File: config.mk
export PLATFORM = sky130hd
export DESIGN_NAME = lcd_spi_writer
export DESIGN_NICKNAME = d
export VERILOG_FILES = /design/src/rtl/lcd_spi_writer.sv
export SDC_FILE = /design/constraint.sdc
export NUM_CORES = 1
export LEC_CHECK = 0
export CELL_PAD_IN_SITES_DETAIL_PLACEMENT = 1
export CELL_PAD_IN_SITES_GLOBAL_PLACEMENT = 1
export CORE_ASPECT_RATIO = 1.4
export CORE_MARGIN = 2
export CORE_UTILIZATION = 30
export CTS_BUF_LIST = sky130_fd_sc_hd__clkbuf_8
export CTS_CLUSTER_DIAMETER = 40
export DETAILED_ROUTE_END_ITERATION = 12
export GPL_TIMING_DRIVEN = 0
export PLACE_DENSITY = 0.55
export SYNTH_ARGS = -nofsm -noshare
export SYNTH_HDL_FRONTEND = slang
export SYNTH_SLANG_ARGS = --single-unit
File: constraint.sdc
create_clock -name sys_clk_50MHz -period 5.24 [get_ports sys_clk_50MHz]
set_clock_uncertainty 0.1 [all_clocks]
set_input_delay 0.786 -clock sys_clk_50MHz [delete_from_list [all_inputs] [get_ports sys_clk_50MHz]]
set_output_delay 0.786 -clock sys_clk_50MHz [all_outputs]
set_load 0.02 [all_outputs]
File: src/rtl/lcd_spi_writer.sv
// lcd_spi_writer: serializes one 9-bit {dc, byte} word per accepted request onto
// a 4-wire SPI LCD bus (CPOL=0, CPHA=0, MSB first) and pulses wr_done when the
// byte is finished and chip select has been released.
module lcd_spi_writer #(
  parameter int CLK_DIV = 2  // lcd_sclk half-period in system clock cycles, 1..255
) (
  input  logic       sys_clk_50MHz,
  input  logic       sys_rst_n,
  input  logic [8:0] data,
  input  logic       en_write,
  output logic       busy,
  output logic       wr_done,
  output logic       lcd_cs_n,
  output logic       lcd_sclk,
  output logic       lcd_mosi,
  output logic       lcd_dc
);

  // Last count value of a phase; the divider counts 0..CLK_DIV-1 in every phase.
  localparam logic [7:0] LP_DIV_LAST = 8'(CLK_DIV - 1);

  typedef enum logic [2:0] {
    IDLE     = 3'd0,
    SHIFT_LO = 3'd1,
    SHIFT_HI = 3'd2,
    HOLD     = 3'd3,
    DONE     = 3'd4
  } state_t;

  state_t     r_state;
  logic [7:0] r_shift;
  logic [2:0] r_bit;
  logic [7:0] r_div;
  logic       r_cs_n;
  logic       r_sclk;
  logic       r_mosi;
  logic       r_dc;
  logic       r_busy;
  logic       r_wr_done;

  state_t     w_state_next;
  logic [7:0] w_shift_next;
  logic [2:0] w_bit_next;
  logic [7:0] w_div_next;
  logic       w_cs_n_next;
  logic       w_sclk_next;
  logic       w_mosi_next;
  logic       w_dc_next;
  logic       w_busy_next;
  logic       w_wr_done_next;
  logic       w_div_last;

  assign w_div_last = (r_div == LP_DIV_LAST);

  // State and all bus outputs are registered; reset returns the bus to idle at once.
  always_ff @(posedge sys_clk_50MHz or negedge sys_rst_n) begin
    if (!sys_rst_n) begin
      r_state   <= IDLE;
      r_shift   <= 8'd0;
      r_bit     <= 3'd0;
      r_div     <= 8'd0;
      r_cs_n    <= 1'b1;
      r_sclk    <= 1'b0;
      r_mosi    <= 1'b0;
      r_dc      <= 1'b0;
      r_busy    <= 1'b0;
      r_wr_done <= 1'b0;
    end else begin
      r_state   <= w_state_next;
      r_shift   <= w_shift_next;
      r_bit     <= w_bit_next;
      r_div     <= w_div_next;
      r_cs_n    <= w_cs_n_next;
      r_sclk    <= w_sclk_next;
      r_mosi    <= w_mosi_next;
      r_dc      <= w_dc_next;
      r_busy    <= w_busy_next;
      r_wr_done <= w_wr_done_next;
    end
  end

  // Next-state and next-output decode; the divider reloads on every phase change.
  always_comb begin
    w_state_next   = r_state;
    w_shift_next   = r_shift;
    w_bit_next     = r_bit;
    w_div_next     = r_div + 8'd1;
    w_cs_n_next    = r_cs_n;
    w_sclk_next    = r_sclk;
    w_mosi_next    = r_mosi;
    w_dc_next      = r_dc;
    w_busy_next    = r_busy;
    w_wr_done_next = 1'b0;

    unique case (r_state)
      IDLE: begin
        w_div_next  = 8'd0;
        w_cs_n_next = 1'b1;
        w_sclk_next = 1'b0;
        w_busy_next = 1'b0;
        if (en_write) begin
          // Shadow the request so later changes on data cannot disturb this byte.
          w_shift_next = data[7:0];
          w_dc_next    = data[8];
          w_mosi_next  = data[7];
          w_bit_next   = 3'd7;
          w_cs_n_next  = 1'b0;
          w_busy_next  = 1'b1;
          w_state_next = SHIFT_LO;
        end
      end
      SHIFT_LO: begin
        if (w_div_last) begin
          w_div_next   = 8'd0;
          w_sclk_next  = 1'b1;
          w_state_next = SHIFT_HI;
        end
      end
      SHIFT_HI: begin
        if (w_div_last) begin
          w_div_next  = 8'd0;
          w_sclk_next = 1'b0;
          if (r_bit == 3'd0) begin
            w_state_next = HOLD;
          end else begin
            // Next bit goes out on the same edge that lcd_sclk falls.
            w_bit_next   = r_bit - 3'd1;
            w_shift_next = {r_shift[6:0], 1'b0};
            w_mosi_next  = r_shift[6];
            w_state_next = SHIFT_LO;
          end
        end
      end
      HOLD: begin
        if (w_div_last) begin
          w_div_next     = 8'd0;
          w_cs_n_next    = 1'b1;
          w_wr_done_next = 1'b1;
          w_state_next   = DONE;
        end
      end
      DONE: begin
        w_div_next   = 8'd0;
        w_busy_next  = 1'b0;
        w_state_next = IDLE;
      end
      default: begin
        w_div_next   = 8'd0;
        w_state_next = IDLE;
      end
    endcase
  end

  assign busy     = r_busy;
  assign wr_done  = r_wr_done;
  assign lcd_cs_n = r_cs_n;
  assign lcd_sclk = r_sclk;
  assign lcd_mosi = r_mosi;
  assign lcd_dc   = r_dc;

endmodule

==> impl_results.md <==
- Finish-stage setup viols: 0
- FF-to-FF Start: r_div[1]
- Iter 0 DRT Violations: 7
- XOR/XNOR Fraction of Synth Area: approximately 3.7%
- Register area share after synthesis: between 40 and 50%
- Setup CP Type: flop to output port
- H-tree lvl count: 1
- Vias in the first global route: 1046
- Top-count cell post-synth: dfrtp_1
- Period utilisation layout: 43.8%
- Antenna Nets Post-Route: 0
- CP Buf/Inv Count: 1
- Placer Congestion: approximately 0.75
- Fillers: 522
- Final Hold Viols: 0
- Die Wd: 62.4 µm
- Critical path origin: lcd_cs_n
- Worst-margin pin slew: between 600 and 700 ps
- Syn. warnings: 0
- Max-cap viol count: 0
- Worst vdd ir: around 0.00024 V
- Status: completed
- Max Slew Vio Count: 0
- Synth Area in Adders: ~3.5%
- Clock power share: 12.5%
- Comb pwr share: 51.0%
- Mapped Cells: about 120
- Flop pwr share: approximately 37%
- Syn-to-layout area delta: 20.1%
- CP Depth: 1
- Die Ht: 85.8 µm
- Pint: between 0.0005 and 0.0006 W
- Clk Latency, worst-skew pair: 280 ps
- Drt wl/cell: about 14 µm
- RSZ-0062 raised after global routing: no
- Longest Clk Path Bufs: 2
- Crit-path cells: clkdlybuf4s50_1
- Top_reg_cell synth: dfrtp_1
- DRT Wirelength: 2.76 mm
- Cell variety after synth: 40
- Via count: roughly 950
- CP peak stage delay: about 600 ps
- Synthesized area per cell: roughly 12 µm²
- Num rows: 29
- Placed Cells incl. Taps: 200
- Total track usage: a little under an eighth
- Largest family of logic cells by synthesized area: multiplexers
- Synth top area cells: dfrtp_1, mux2_4, ha_1, nor2_1, xor2_1
- Most common library cells after synthesis: dfrtp_1, mux2_4, nor2_1
- Sink Count: 27
- Synth Register Bits: 27
- Min-delay worst type: flop to flop
- Sw Pwr: ~0.00035 W
- Worst setup EP type: output port
- Largest net degree at the start of global routing: 28
- Power per cell area: ~550 mW/mm²
- Min cycle time layout: 2300 ps
- Max Clk Rate: ~440 MHz
- Initial antenna violation count: 0
- Crit-path max FO: 2
- Compound-gate portion of the synthesized area: 6.99%
- Final cell count without fillers: 204
- Final-stage net count: 159
- Share of post-route cells with drive strength above 1: a little under a quarter
- CTS buffer count: 3
- Fraction of the mapped netlist area in simple logic gates: between 10% and 20%
- Iteration count of the initial detailed-routing pass: 4
- TritonCTS clock tree: built
- Vias per cell: between 4 and 5
- Hold-fix buffers, CTS: 0
- Remaining Overflow, GRT: 0
- First-pass GRT wire length: 4.79 mm
- Mapped cell area: 0.00143 mm²
- Post-route DRC: 0
- Syn nets: between 100 and 150
- IO buf count: 17
- Slew HR: between 50% and 60%
- Critical path's slowest cell: clkdlybuf4s50_1
- IO Pins: 18
- Root Buffer: clkbuf_8
- Clock Pin Slew Worst Setup and Hold Paths: ~90 ps
- Hold depth: 2
- Async S/R FF share, synth: 100%
- Sw Share: 37.4%
- Fraction of synthesized area in multiplexers: between 10% and 20%
- Post-CTS setup buffers: 0
- Cts repair resizes: 0
- Initial Util: roughly a third
- Diode count: 0
- Core box area: between 0.004 and 0.005 mm²
- CP arrival: ~1400 ps
- Hold Path Origin: lcd_cs_n
- Yosys top cell area share: a little under half
- Hpwl dp: between 2 and 2.5 mm
- Post-synth EDFFs: 0
- Synth area leader: dfrtp_1
- Family with the most delay on the worst path: buffers and inverters
- Reg2Reg Depth: 7
- CP startpoint kind: flop
- CP required: approximately 4400 ps
- Setup TNS: 0 ps
- LEAKAGE: around 0.79 nW
- Die ar.: roughly 0.0054 mm²
routing by layer:
metal	track usage, %	part of all wire [%]	vias up
met3	2.23	2.4	5
met5	0	0	-
met1	12.7	41	478
li1	-	-	453
met4	4.85	2.0	0
met2	20.9	54	10
power groups by stage:
stage / Combinational [W] / Sequential (W) / Clock (W)
global route: 0.000533 / 0.000355 / 0.000132
detailed placement: 0.000495 / 0.000352 / 0
CTS: 0.000496 / 0.000348 / 0.000126
floorplan: 0.000346 / 0.000365 / 0
finish: 0.000483 / 0.000347 / 0.000118
global placement: 0.000483 / 0.000346 / 0
final timing paths:
path                         endpoint  slack, ps
setup / recovery             lcd_cs_n       2940
hold / removal               lcd_cs_n        400
setup reg to reg           r_shift[2]       3320
hold reg to reg              lcd_cs_n        400
max in group asynchronous        busy       4210
min in group asynchronous  r_shift[3]        410
layout make-up:
| type | instances | area [µm²] | share of cell area, % |
|---|---|---|---|
| Tap cell | 62 | 77.6 | 4.51 |
| Buffer | 5 | 47.5 | 2.76 |
| Multi-Input combinational cell | 82 | 682 | 39.6 |
| Timing Repair Buffer | 17 | 165 | 9.60 |
| Clock buffer | 3 | 41.3 | 2.40 |
| Clock inverter | 1 | 3.75 | 0.218 |
| Sequential cell | 27 | 677 | 39.3 |
| Inverter | 7 | 26.3 | 1.53 |
cells in the final DEF (no fill, tap or decap), types with 2 or more instances in the layout:
cell	synthesis	routed
clkbuf_8	0	3
nand3_1	4	4
xor2_1	4	4
nand2_1	5	5
inv_1	6	7
and3_1	2	2
or3_1	2	2
nor3_1	3	3
mux2_4	13	13
mux2_2	2	2
a21oi_1	3	3
o21ai_0	2	2
buf_2	1	2
clkdlybuf4s50_1	0	16
dfrtp_1	26	26
nor2_1	13	13
ha_1	4	4
and2_2	2	2
mux2i_1	2	2
xnor2_1	2	2
a211oi_1	2	2
nand2_2	3	3
per-stage QoR:
| step | hold WS, ps | power [W] | worst slack, ps | cell area (µm²) | utilization, % |
|---|---|---|---|---|---|
| final | 399 | 0.000948 | 2940 | 1720 | 37.6 |
| after global placement | 367 | 0.000829 | 2830 | 1680 | 36.8 |
| after detailed placement | 394 | 0.000847 | 2790 | 1680 | 36.8 |
| after CTS | 408 | 0.000970 | 2920 | 1730 | 37.7 |
| after floorplan | 374 | 0.000711 | 3440 | 1430 | - |
| after global routing | 435 | 0.00102 | 2900 | 1720 | 37.6 |
tightest hold or removal path, stage by stage (launching register included):
cell,delay [ps]
dfstp_2,380
o31ai_1,50
o21ai_1,70
state kept, by name, indices dropped and copies added (netlist names):
signal / cells
r_bit: 3
lcd_dc: 1
lcd_sclk: 1
r_state: 3
busy: 1
wr_done: 1
lcd_mosi: 1
r_div: 8
lcd_cs_n: 1
r_shift: 7
cell families after synthesis:
logic type,count (synthesis)
DFF,27
AOI/OAI and AO/OA,14
muxes,18
xor gates and xnor gates,6
adders and majority gates,4
buffers and inverters,12
and+or+nand+nor,40
Power figures use the tool's default switching activity.
